File: src/rtl/stopwatch_pkg.sv
// Shared types and constants for the MM:SS stopwatch core.
package stopwatch_pkg;

  typedef logic [3:0] bcd_t;

  localparam int SEC_TENS_MAX = 5;
  localparam int DIGIT_MAX    = 9;

  localparam logic [0:0] ST_RUN   = 1'b0;
  localparam logic [0:0] ST_PAUSE = 1'b1;

endpackage

File: src/rtl/stopwatch_counter_bcd_digit_counter.sv
// One BCD digit: increments on inc, wraps MAX->0 with carry, clr forces 0 (field wrap).
module bcd_digit_counter
  import stopwatch_pkg::*;
#(
  parameter int MAX = DIGIT_MAX
) (
  input  logic clk,
  input  logic rst,
  input  logic inc,
  input  logic clr,
  output bcd_t q,
  output logic carry
);

  localparam bcd_t MAX_D = bcd_t'(MAX);

  bcd_t r_q;

  always_ff @(posedge clk or posedge rst) begin
    if (rst) begin
      r_q <= '0;
    end else if (clr) begin
      r_q <= '0;
    end else if (inc) begin
      r_q <= (r_q == MAX_D) ? '0 : r_q + 4'd1;
    end
  end

  assign q     = r_q;
  assign carry = inc & (r_q == MAX_D);

endmodule

File: src/rtl/stopwatch_counter.sv
// MM:SS stopwatch core with run/pause and per-field adjust; digits update on the tick edge.
// Optional lap display freeze enabled by defining STOPWATCH_LAP_EN.
module stopwatch_counter
  import stopwatch_pkg::*;
#(
  parameter int MIN_MAX = 99,
  parameter int SEC_MAX = 59
) (
  input  logic       clk,
  input  logic       rst,
  input  logic       oneHz,
  input  logic       twoHz,
  input  logic       pause_p,
  input  logic       adj,
  input  logic       sel,
  input  logic       lap,
  output logic [3:0] min_tens,
  output logic [3:0] min_ones,
  output logic [3:0] sec_tens,
  output logic [3:0] sec_ones,
  output logic       running
);

  localparam bcd_t SEC_T_MAX = bcd_t'(SEC_MAX / 10);
  localparam bcd_t SEC_O_MAX = bcd_t'(SEC_MAX % 10);
  localparam bcd_t MIN_T_MAX = bcd_t'(MIN_MAX / 10);
  localparam bcd_t MIN_O_MAX = bcd_t'(MIN_MAX % 10);

  logic       r_prev1;
  logic       r_prev2;
  logic [0:0] r_state;

  logic w_tick1, w_tick2;
  logic w_sec_inc, w_sec_wrap, w_min_inc, w_min_wrap;
  logic w_sec_at_max, w_min_at_max;
  logic w_so_carry, w_st_carry, w_mo_carry, w_mt_carry;
  bcd_t w_so, w_st, w_mo, w_mt;
  logic [15:0] w_live;
  logic [15:0] w_show;

  always_ff @(posedge clk or posedge rst) begin
    if (rst) begin
      r_prev1 <= 1'b0;
      r_prev2 <= 1'b0;
      r_state <= ST_RUN;
    end else begin
      r_prev1 <= oneHz;
      r_prev2 <= twoHz;
      if (pause_p) begin
        r_state <= (r_state == ST_RUN) ? ST_PAUSE : ST_RUN;
      end
    end
  end

  assign w_tick1 = oneHz & ~r_prev1;
  assign w_tick2 = twoHz & ~r_prev2;

  assign w_sec_at_max = (w_st == SEC_T_MAX) && (w_so == SEC_O_MAX);
  assign w_min_at_max = (w_mt == MIN_T_MAX) && (w_mo == MIN_O_MAX);

  // Adjust overrides counting; in adjust the seconds wrap never carries into minutes.
  assign w_sec_inc  = adj ? (w_tick2 & sel) : ((r_state == ST_RUN) & w_tick1);
  assign w_sec_wrap = w_sec_inc & w_sec_at_max;
  assign w_min_inc  = adj ? (w_tick2 & ~sel) : w_sec_wrap;
  assign w_min_wrap = w_min_inc & w_min_at_max;

  bcd_digit_counter #(.MAX(DIGIT_MAX)) u_sec_ones (
    .clk(clk), .rst(rst), .inc(w_sec_inc), .clr(w_sec_wrap), .q(w_so), .carry(w_so_carry)
  );
  bcd_digit_counter #(.MAX(SEC_TENS_MAX)) u_sec_tens (
    .clk(clk), .rst(rst), .inc(w_so_carry), .clr(w_sec_wrap), .q(w_st), .carry(w_st_carry)
  );
  bcd_digit_counter #(.MAX(DIGIT_MAX)) u_min_ones (
    .clk(clk), .rst(rst), .inc(w_min_inc), .clr(w_min_wrap), .q(w_mo), .carry(w_mo_carry)
  );
  bcd_digit_counter #(.MAX(DIGIT_MAX)) u_min_tens (
    .clk(clk), .rst(rst), .inc(w_mo_carry), .clr(w_min_wrap), .q(w_mt), .carry(w_mt_carry)
  );

  assign w_live = {w_mt, w_mo, w_st, w_so};

`ifdef STOPWATCH_LAP_EN
  logic        r_lap_prev;
  logic [15:0] r_lap_dig;

  always_ff @(posedge clk or posedge rst) begin
    if (rst) begin
      r_lap_prev <= 1'b0;
      r_lap_dig  <= '0;
    end else begin
      r_lap_prev <= lap;
      if (lap & ~r_lap_prev) begin
        r_lap_dig <= w_live;
      end
    end
  end

  // Until the capture edge, and as soon as lap drops, the live count shows through.
  assign w_show = (lap & r_lap_prev) ? r_lap_dig : w_live;
`else
  logic w_lap_unused;
  assign w_lap_unused = lap;
  assign w_show = w_live;
`endif

  logic w_carry_unused;
  assign w_carry_unused = w_st_carry | w_mt_carry;

  assign min_tens = w_show[15:12];
  assign min_ones = w_show[11:8];
  assign sec_tens = w_show[7:4];
  assign sec_ones = w_show[3:0];
  assign running  = (r_state == ST_RUN) & ~adj;

endmodule

File: config.mk
export PLATFORM = sky130hd
export DESIGN_NAME = stopwatch_counter
export DESIGN_NICKNAME = d
export VERILOG_FILES = /design/src/rtl/stopwatch_pkg.sv /design/src/rtl/stopwatch_counter_bcd_digit_counter.sv /design/src/rtl/stopwatch_counter.sv
export SDC_FILE = /design/constraint.sdc
export NUM_CORES = 1
export LEC_CHECK = 0
export BUFFER_PORTS_ARGS = -buffer_cell sky130_fd_sc_hd__buf_2
export CAP_MARGIN = 20
export CORE_UTILIZATION = 52
export CTS_CLUSTER_SIZE = 8
export DETAILED_ROUTE_END_ITERATION = 12
export PLACE_DENSITY = 0.78
export SLEW_MARGIN = 10
export SYNTH_ARGS = -nofsm -noshare
export SYNTH_HDL_FRONTEND = slang
export SYNTH_SLANG_ARGS = --single-unit
File: constraint.sdc
create_clock -name clk -period 5.7 [get_ports clk]
set_clock_uncertainty 0.2 [all_clocks]
set_input_delay 0.855 -clock clk [delete_from_list [all_inputs] [get_ports clk]]
set_output_delay 0.855 -clock clk [all_outputs]
set_load 0.1 [all_outputs]
==> results.md <==
- Status: finished, final reports clean
- Seq cells post-synth: 19
- Startpoint types: input port
- Final critical-path required period: 2.547 ns
- Clk slew on worst S/H paths: 0.12 ns
- Post-synth net total: 112
- GR Util All Layers: 0.2084
- Buffers on Ports: 23
- Routability Congestion: 0.6819
- CTS hold repair buffers: 0
- Setup_tns: 0 ns
- Layout area overhead: 16.42%
- Core area: 1783 um^2
- Hold crit path type: register to register
- Clk sink count: 19
- Crit path DAT: 1.49 ns
- Std cell rows: 15
- Final Hold Viols: 0
- Cell variety after synth: 31
- Crit end category: output port
- CP Data Required Time: 4.64 ns
- Vias per cell: 5.578
- CP Class: input port to output port
- Via count: 820
- Total gr overflow: 0
- Post-DP HPWL: 1.390 mm
- Initial antenna violation count: 0
- CP max FO: 5
- Die H: 46.48 um
- Synth Instances: 96
- Synthesized area: 1028 um^2
- Worst slew margin: 0.4520
- CTS tree: built
- Post-route DRC: 0
- Post-CTS Resized: 0
- Yosys warning count: 0
- Diodes inserted: 0
- First-pass GRT wire length: 3.091 mm
- First-pass DRT Iterations: 4
- Max-slew violations: 0
- Full die area: 2160 um^2
- Top-area cell type share of the netlist area: 0.4623
- Top post-synthesis cells by area: dfrtp_1, ha_1, mux2_2
- Syn Area/Cell: 10.71 um^2
- Tcrit/Tclk final: 0.4468
- Per-cell routed wire length: 13.20 um
- Setup bufs post-CTS: 0
- Setup violations, final: 0
- Chip Width: 46.48 um
- Sequential-to-total area share from yosys stat: 0.4623
- Max frequency: 392.7 MHz
- Routed wire length: 1.940 mm
- Share of post-route cells with drive strength above 1: 0.2951
- H-tree Lvls: 1
- CTS Buffer Depth: 2
- DRT iter0 DRCs: 16
- Number of synthesized flops with an enable pin: 0
- CTS buffer count: 3
- Main synth FF type: dfrtp_1
- Cell taking the most area after synthesis: dfrtp_1
- Initial Util: 0.5768
- Clk root buf: clkbuf_4
- I/O Pins: 25
- Antenna viol nets, final: 0
- Synth async-reset ratio: 1.000
- RSZ-0062 raised after global routing: false
- Filler Cell Count: 151
- Largest net degree at the start of global routing: 20
- Worst Max-Slew Pin Slew: 0.8182 ns
- Vias in the first global route: 725
- Clk Latency, worst-skew pair: 0.31 ns
- Final #Nets: 139
- Max Cap Violations: 0
[through the flow]
stage	area, um^2	hold WS (ns)	util	setup slack (ns)	cells
final	1197	0.3375	0.6716	3.153	147
after global routing	1197	0.3500	0.6716	2.983	147
after CTS	1197	0.3391	0.6716	3.150	147
after detailed placement	1170	0.3151	0.6561	3.021	143
after global placement	1170	0.3014	0.6561	3.074	143
after floorplan	1028	0.2849	-	2.539	96
[cell type report]
type | instances | area [um^2] | share of cell area
timing repair buffer | 23 | 115.1 | 0.09613
sequential | 19 | 475.5 | 0.3971
tap | 25 | 31.28 | 0.02612
clock buffer | 3 | 22.52 | 0.01881
inverter | 5 | 18.77 | 0.01567
multi-input combinational | 71 | 529.3 | 0.4420
clock inverter | 1 | 5.005 | 0.004180
[layout by cell type (no fill, tap or decap), types with 2 or more instances in the layout]
master and instances:
inv_1 5, a21oi_1 3, clkbuf_4 3, dfrtp_1 19, nor2_1 12, ha_1 8, o21ai_0 6, nand2_1 8
and3b_1 4, mux2_2 5, buf_2 23, nand3_1 4, o31ai_1 2
[worst max-delay path, stage by stage]
cell and delay, ns:
buf_2 0.13, nor2_1 0.08, buf_2 0.43
[cells by family after synthesis]
logic type / count (synthesis) / synth area share
mux: 7 / 0.08028
xor+xnor: 2 / 0.01703
buf+inv: 6 / 0.02311
simple gates: 38 / 0.2117
fa+ha+maj: 8 / 0.09733
compound gates: 16 / 0.1083
flops: 19 / 0.4623
[metal layers]
layer	vias to the layer above	routed length, um	global-route usage
met5	-	0	0
met4	0	40	0.1176
met3	6	78	0.05098
met2	20	953	0.3361
met1	401	867	0.2506
li1	393	-	-
[flip-flops by register name (all words and copies together), names as in the netlist]
| register | flops |
|---|---|
| r_prev1 | 1 |
| u_sec_ones.q | 4 |
| u_sec_tens.q | 4 |
| r_state | 1 |
| u_min_tens.q | 4 |
| u_min_ones.q | 4 |
| r_prev2 | 1 |
[worst paths after layout]
kind	endpoint	cells past startpoint	slack, ns	from
worst max register to register	u_min_tens.q[1]	5	3.16	u_sec_tens.q[0]
min in group asynchronous	u_sec_tens.q[3]	2	0.43	rst
worst min-delay path	r_state	1	0.34	r_state
worst min register to register	r_state	1	0.34	r_state
worst max-delay path	running	3	3.15	adj
max in group asynchronous	u_min_tens.q[0]	2	4.42	rst
[synthesized netlist by cell type, types with 2 or more instances]
cell / count
and3b_1: 4
inv_1: 5
nand2_1: 8
nor2_1: 12
dfrtp_1: 19
o21ai_0: 6
o31ai_1: 2
ha_1: 8
mux2_2: 5
a21oi_1: 3
nand3_1: 4
Power is not shown: default switching activity piles up to over one toggle a cycle in this logic, so the estimate is an artifact.
